===== src/rtl/ldpc_cnt_pkg.sv =====
// Shared types and default widths for the LDPC sweep counter.
package ldpc_cnt_pkg;

  localparam int unsigned LDPC_CNT_W   = 13;
  localparam int unsigned LDPC_LAYER_W = 4;
  localparam int unsigned LDPC_ITER_W  = 5;

  typedef enum logic {
    IDLE = 1'b0,
    RUN  = 1'b1
  } sweep_state_t;

endpackage


===== src/rtl/wrap_counter.sv =====
// Single counter stage that returns to 0 after last_val; wrap flags an incrementing wrap.
module wrap_counter #(
  parameter int unsigned W = 8
) (
  input  logic         clk,
  input  logic         reset,
  input  logic         clr,
  input  logic         inc,
  input  logic [W-1:0] last_val,
  output logic [W-1:0] val,
  output logic         wrap
);

  logic [W-1:0] val_q, val_d;

  always_comb begin
    wrap  = inc && (val_q == last_val);
    val_d = val_q;
    // clr wins so the terminating step leaves every stage at 0
    if (clr) begin
      val_d = '0;
    end else if (inc) begin
      val_d = wrap ? '0 : val_q + {{(W-1){1'b0}}, 1'b1};
    end
  end

  always_ff @(posedge clk or posedge reset) begin
    if (reset) begin
      val_q <= '0;
    end else begin
      val_q <= val_d;
    end
  end

  assign val = val_q;

endmodule


===== src/rtl/ldpc_sweep_counter.sv =====
// Three-level circulant/layer/iteration sweep counter with start/busy/done handshake.
// Optional early termination on convergence when LDPC_SWEEP_EARLY_STOP_EN is defined.
module ldpc_sweep_counter
  import ldpc_cnt_pkg::*;
#(
  parameter int unsigned CNT_W   = LDPC_CNT_W,
  parameter int unsigned LAYER_W = LDPC_LAYER_W,
  parameter int unsigned ITER_W  = LDPC_ITER_W
) (
  input  logic               clk,
  input  logic               reset,
  input  logic               start,
  input  logic               enable,
  input  logic               early_stop,
  input  logic [CNT_W-1:0]   z_last,
  input  logic [LAYER_W-1:0] layer_last,
  input  logic [ITER_W-1:0]  iter_last,
  output logic [CNT_W-1:0]   count,
  output logic [LAYER_W-1:0] layer,
  output logic [ITER_W-1:0]  iter,
  output logic               last_in_layer,
  output logic               busy,
  output logic               done,
  output logic               stopped_early
);

  sweep_state_t state_q, state_d;

  logic [CNT_W-1:0]   z_last_q;
  logic [LAYER_W-1:0] layer_last_q;
  logic [ITER_W-1:0]  iter_last_q;
  logic               done_q;

  logic accept, step, finish, early_end;
  logic cnt_wrap, layer_wrap, iter_wrap;

  assign accept = (state_q == IDLE) && start;
  assign step   = (state_q == RUN) && enable;

`ifdef LDPC_SWEEP_EARLY_STOP_EN
  // layer_wrap already implies an enabled step at the end of an iteration
  assign early_end = layer_wrap && early_stop;
`else
  logic unused_early_stop;
  assign unused_early_stop = early_stop;
  assign early_end = 1'b0;
`endif

  assign finish = iter_wrap || early_end;

  wrap_counter #(.W(CNT_W)) u_cnt (
    .clk      (clk),
    .reset    (reset),
    .clr      (finish),
    .inc      (step),
    .last_val (z_last_q),
    .val      (count),
    .wrap     (cnt_wrap)
  );

  wrap_counter #(.W(LAYER_W)) u_layer (
    .clk      (clk),
    .reset    (reset),
    .clr      (finish),
    .inc      (cnt_wrap),
    .last_val (layer_last_q),
    .val      (layer),
    .wrap     (layer_wrap)
  );

  wrap_counter #(.W(ITER_W)) u_iter (
    .clk      (clk),
    .reset    (reset),
    .clr      (finish),
    .inc      (layer_wrap),
    .last_val (iter_last_q),
    .val      (iter),
    .wrap     (iter_wrap)
  );

  always_comb begin
    state_d = state_q;
    case (state_q)
      IDLE:    if (start) state_d = RUN;
      RUN:     if (finish) state_d = IDLE;
      default: state_d = IDLE;
    endcase
  end

  always_ff @(posedge clk or posedge reset) begin
    if (reset) begin
      state_q      <= IDLE;
      z_last_q     <= '0;
      layer_last_q <= '0;
      iter_last_q  <= '0;
      done_q       <= 1'b0;
    end else begin
      state_q <= state_d;
      done_q  <= finish;
      if (accept) begin
        z_last_q     <= z_last;
        layer_last_q <= layer_last;
        iter_last_q  <= iter_last;
      end
    end
  end

`ifdef LDPC_SWEEP_EARLY_STOP_EN
  logic stopped_early_q;

  always_ff @(posedge clk or posedge reset) begin
    if (reset) begin
      stopped_early_q <= 1'b0;
    end else if (accept) begin
      stopped_early_q <= 1'b0;
    end else if (early_end) begin
      stopped_early_q <= 1'b1;
    end
  end

  assign stopped_early = stopped_early_q;
`else
  assign stopped_early = 1'b0;
`endif

  assign busy          = (state_q == RUN);
  assign done          = done_q;
  assign last_in_layer = busy && (count == z_last_q);

endmodule

===== config.mk =====
export PLATFORM = sky130hd
export DESIGN_NAME = ldpc_sweep_counter
export DESIGN_NICKNAME = d
export VERILOG_FILES = /design/src/rtl/ldpc_cnt_pkg.sv /design/src/rtl/wrap_counter.sv /design/src/rtl/ldpc_sweep_counter.sv
export SDC_FILE = /design/constraint.sdc
export NUM_CORES = 1
export LEC_CHECK = 0
export ABC_AREA = 1
export BUFFER_PORTS_ARGS = -buffer_cell sky130_fd_sc_hd__buf_2
export CORE_MARGIN = 10
export CORE_UTILIZATION = 40
export CTS_CLUSTER_SIZE = 16
export DETAILED_ROUTE_END_ITERATION = 8
export PLACE_DENSITY = 0.73
export SLEW_MARGIN = 30
export SYNTH_ARGS = -nofsm -noshare
export SYNTH_HDL_FRONTEND = slang
export SYNTH_SLANG_ARGS = --single-unit
export TNS_END_PERCENT = 5

===== constraint.sdc =====
create_clock -name clk -period 2 [get_ports clk]
set_input_delay 0.3 -clock clk [delete_from_list [all_inputs] [get_ports clk]]
set_output_delay 0.3 -clock clk [all_outputs]
set_load 0.02 [all_outputs]

; ---- Yosys cells after proc, flatten, opt, wreduce, memory -nomap -nowiden
; Index checks and enable logic that the tools add are counted.
[totals]
reg_bits = 46
out_inout_bits = 26
[classes]
n_addsub = 3
n_eq_ne = 3
n_mux = 11
bitwise = 1
n_reduce_logical = 9
[op_table]
columns = cell, count
row1 = two-way mux 13 bit, 3
row2 = "adder 13 x 1 -> 13 bit, second input constant", 1
row3 = equality test 13 bit, 1
row4 = two-way mux 4 bit, 3
row5 = two-way mux 5 bit, 2
row6 = logical AND 1 bit, 6
row7 = nonzero test 2 bit, 3
row8 = "adder 5 x 1 -> 5 bit, second input constant", 1
row9 = equality test 5 bit, 1
row10 = "adder 4 x 1 -> 4 bit, second input constant", 1
row11 = equality test 4 bit, 1
row12 = two-way mux 1 bit, 2
row13 = case mux 1 bit (2 select lines), 1
row14 = NOT 1 bit, 1

; ---- Depth between registers and ports, before layout
[depth]
word_depth = 6
ltp_mapped = 12

; ---- Modules after synthesis
; Synthesis repeated with hierarchy kept, for this count alone.
[unflattened]
hier_cells = 397
hier_area_um2 = 2932.8
[by_module_without_submodules]
columns = mod, instances, cells_per_inst, area_per_inst_um2, seq_area_each_um2
row1 = ldpc_sweep_counter, 1, 128, 1199.9, 600.6
row2 = wrap_counter (u_cnt), 1, 170, 1086.0, 325.3
row3 = wrap_counter (u_iter), 1, 56, 359.1, 125.1
row4 = wrap_counter (u_layer), 1, 43, 287.8, 100.1

; ---- Worst setup path after synthesis
; OpenSTA, ideal clock, no wires.
[synth_path]
path_type = reg2out
startpoint = register u_cnt.val_q[0] (netlist: u_cnt.val[0])
endpoint = output last_in_layer
t_arrival_ps = 1400
required_ps = 1700
path_slack_ps = 300
path_stages_with_launch = 9
cell_sequence = dfrtp_1 > inv_1 > nand2_1 > nand2_1 > nor2_1 > nand2_2 > nor2_4 > nand2_1 > nor2_1
[synth_via]
elab_chain_cells = 2
[synth_rtl]
columns = item, line
row1 = from (decl), wrap_counter.sv:14  ; logic [W-1:0] val_q, val_d;
row2 = from (signal assigned), wrap_counter.sv:31  ; val_q <= val_d;
row3 = equality test 13 bit, ldpc_sweep_counter.sv:128  ; assign last_in_layer = busy && (count == z_last_q);
row4 = logical AND 1 bit, ldpc_sweep_counter.sv:128
row5 = to (decl), ldpc_sweep_counter.sv:21  ; output logic last_in_layer,
; Every way passes these cells.

; ---- Final worst setup path
[layout_path]
startpoint = register u_cnt.val_q[6] (netlist: u_cnt.val[6])
endpoint = output last_in_layer
; Same word-level chain as after synthesis.

==> impl_metrics.ini <==
[cts]
clock_tree.buffer_depth = 2
root_buffer = clkbuf_8
cts-htree-levels = 2
cts_tree = yes
cts_num_sinks = 46
hold_buffers = 0
cts.clk_slew.worst_paths_ns = 0.08
cts_made_buffers = 5
insertion_delay_ns = 0.30

[worst_setup_path]
critPathLaunchType = flop
cpPeakStageDelay_ns = 0.43
path_max_fanout = 5
worstReg2RegStart = u_cnt.val[12]
r2r_end = u_iter.val[0]
r2r_slack_ns = 0.24
critical_path_arrival_ns = 1.60
ff2ff_path_depth = 12
crit_type = reg2out
cpMaxStageDelayCell = dfrtp_1
cp.required_ns = 1.70
worstSetupEndpointType = output port
crit_chain = xnor2_1, nand3_2, nor2_4, nand2_2, nor2_2, buf_6

[yosys]
syn_area_per_cell_um2 = 8.07
synth_top_cell_area_share = 0.446
synth_nets = 350
netlist.top_cell.by_area = dfrtp_1
seq_area_frac_synth = 0.446
synth_seq_cells = 46
ys_warn_count = 0
yosys-top-cells-area = dfrtp_1 (45%), nand2_1 (12%), inv_1 (5.7%)
syn_inst = 320
syn_area_mm2 = 0.00258
ys_types = 32

[drt]
remaining_drc_errors = 0
first_iter_violations = 83
via_count = 2149
finalWirelength_um = 5900
ant_nets = 0
first_pass_iters = 4
vias_per_cell = 4.67
wl_per_cell_um = 12.8

[power_and_ir_drop]
irDropWorstVdd_mv = 0.580
power_density_mw_per_mm2 = 1190
totalPowerFinal_mw = 3.70
p_leak_nw = 1.70

[placement]
dp_cells = 444
finalWeightedCongestion = 0.842
post-dp-hpwl_um = 4420
pre_cts_slack_ns = 0.260
placed_cell_area_mm2 = 0.00292
portBuffers = 50

[cells_and_area]
drive_gt1_frac = 0.342
antenna_cells = 0
nFillCells = 632
fin_util = 0.492
nNetsFinal = 412
multiInputGateArea_mm2 = 0.00122
area_growth_pct = 20.3
fin_area_mm2 = 0.00311
final_cells = 460
seq_area_mm2 = 0.00115

[sta]
fin_skew_ns = 0.00360
setup_viol = 0
finalCritPeriodShare = 0.952
whs_ns = 0.121
hold_viol_final = 0
fmax_mhz = 525
worst_pin_slew_ns = 0.591
relSlewSlack = 0.606
maxSlewViolCount = 0
layout_setup_ws_ns = 0.0957
finalSetupTns_ns = 0
period_minus_slack_ns = 1.90

[global_routing]
grt_overflow = 0
grt_max_degree = 47
antenna_found_initial = 0
grt_pass1_wl_um = 10100
grt_usage = 0.122
grt_pass1_vias = 2204

[floorplanning]
core_mm2 = 0.00631
dieArea_mm2 = 0.0101
fp.dieW_um = 100
rows = 29
die_h_um = 100
initial_core_util = 0.409
ios = 53

[outcome]
run_status = finished, final reports clean

[worst_hold_path]
hold_path.class = in2async

[flow_run]
maxCapViolCount = 0
==> what timing repair did <==
action	CTS	global route
cloned	0	0
pin swaps	0	5
resized for setup	1	14
setup endpoints to repair	1	1
setup buffers	2	6
==> where the power goes <==
| part | total (mW) | switching (mW) | internal (mW) |
|---|---|---|---|
| clock | 0.600 | 0.321 | 0.279 |
| combinational | 1.63 | 0.972 | 0.659 |
| sequential | 1.47 | 0.260 | 1.21 |
==> routing by layer <==
| layer | up-vias | wire length, um | global-route usage |
|---|---|---|---|
| met3 | 7 | 346 | 0.0398 |
| met4 | 0 | 85 | 0.0348 |
| met2 | 38 | 2840 | 0.198 |
| li1 | 1116 | - | - |
| met5 | - | 0 | 0 |
| met1 | 988 | 2630 | 0.150 |
==> logic make-up after synthesis <==
family | share of synthesized area
adder cells (fa/ha/maj) | 0.0145
flip-flops | 0.446
buffers and inverters | 0.0935
AND/OR/NAND/NOR | 0.317
other | 0.00145
AO/OA/AOI/OAI | 0.0407
multiplexers | 0.0392
XOR/XNOR | 0.0475
==> worst max path at each step <==
stage | from | end | slack, ns | cells past startpoint
after floorplan | u_cnt.val[0] | last_in_layer | 0.30 | 8
after global placement | u_cnt.val[9] | u_iter.val[0] | 0.30 | 11
after detailed placement | u_cnt.val[0] | u_iter.val[0] | 0.26 | 11
after CTS | u_cnt.val[1] | last_in_layer | 0.01 | 9
after global routing | u_cnt.val[7] | last_in_layer | -0.01 | 8
final | u_cnt.val[6] | last_in_layer | 0.1 | 6
==> layout by cell type (no fill, tap or decap), types with 9 or more instances in the layout <==
cell | synthesis | routed
mux2_2 | 9 | 9
buf_2 | 4 | 49
dfrtp_1 | 46 | 43
inv_2 | 14 | 15
nand3_2 | 9 | 11
inv_1 | 39 | 37
nand2_2 | 6 | 9
nand2_1 | 82 | 79
nand3_1 | 16 | 14
buf_4 | 1 | 12
a21oi_1 | 13 | 13
nor2_1 | 28 | 25
==> cells in the mapped netlist <==
cell	n
xnor2_1	8
nor3_4	1
nor3_2	1
a31o_2	1
inv_2	14
a31oi_1	1
xor2_1	6
nand2_1	82
inv_1	39
buf_4	1
nor2_1	28
nor3b_1	1
nand4_1	8
clkbuf_1	1
mux2_2	9
nor3_1	3
ha_1	3
conb_1	1
a21oi_1	13
nor2_2	3
dfrtp_1	46
buf_6	1
nand3_1	16
or2_2	3
nor2_4	2
nand3_2	9
nand3_4	1
nand2_2	6
nand3b_1	3
o21ai_1	1
buf_2	4
o21ai_0	4
==> registers in the layout, summed over array words and instances (netlist names) <==
name and count:
u_layer.val 4, done 1, u_cnt.val 13, u_iter.val 5
z_last_q 13, layer_last_q 4, iter_last_q 5, busy 1
==> critical path, delay by kind of cell, from the launching register on <==
kind,cells,cell delay [ns]
xor gates and xnor gates,1,0.23
buffers and inverters,1,0.12
DFF,1,0.43
and+or+nand+nor,4,0.52
==> final cells by class <==
class	instances	share of cell area
sequential	46	0.372
inverter	53	0.0640
timing repair buffer	62	0.112
multi-input combinational	214	0.393
clock buffer	7	0.0278
tap	77	0.0310
clock inverter	1	0.00161
Note: power is estimated with default switching activity, not from simulation.
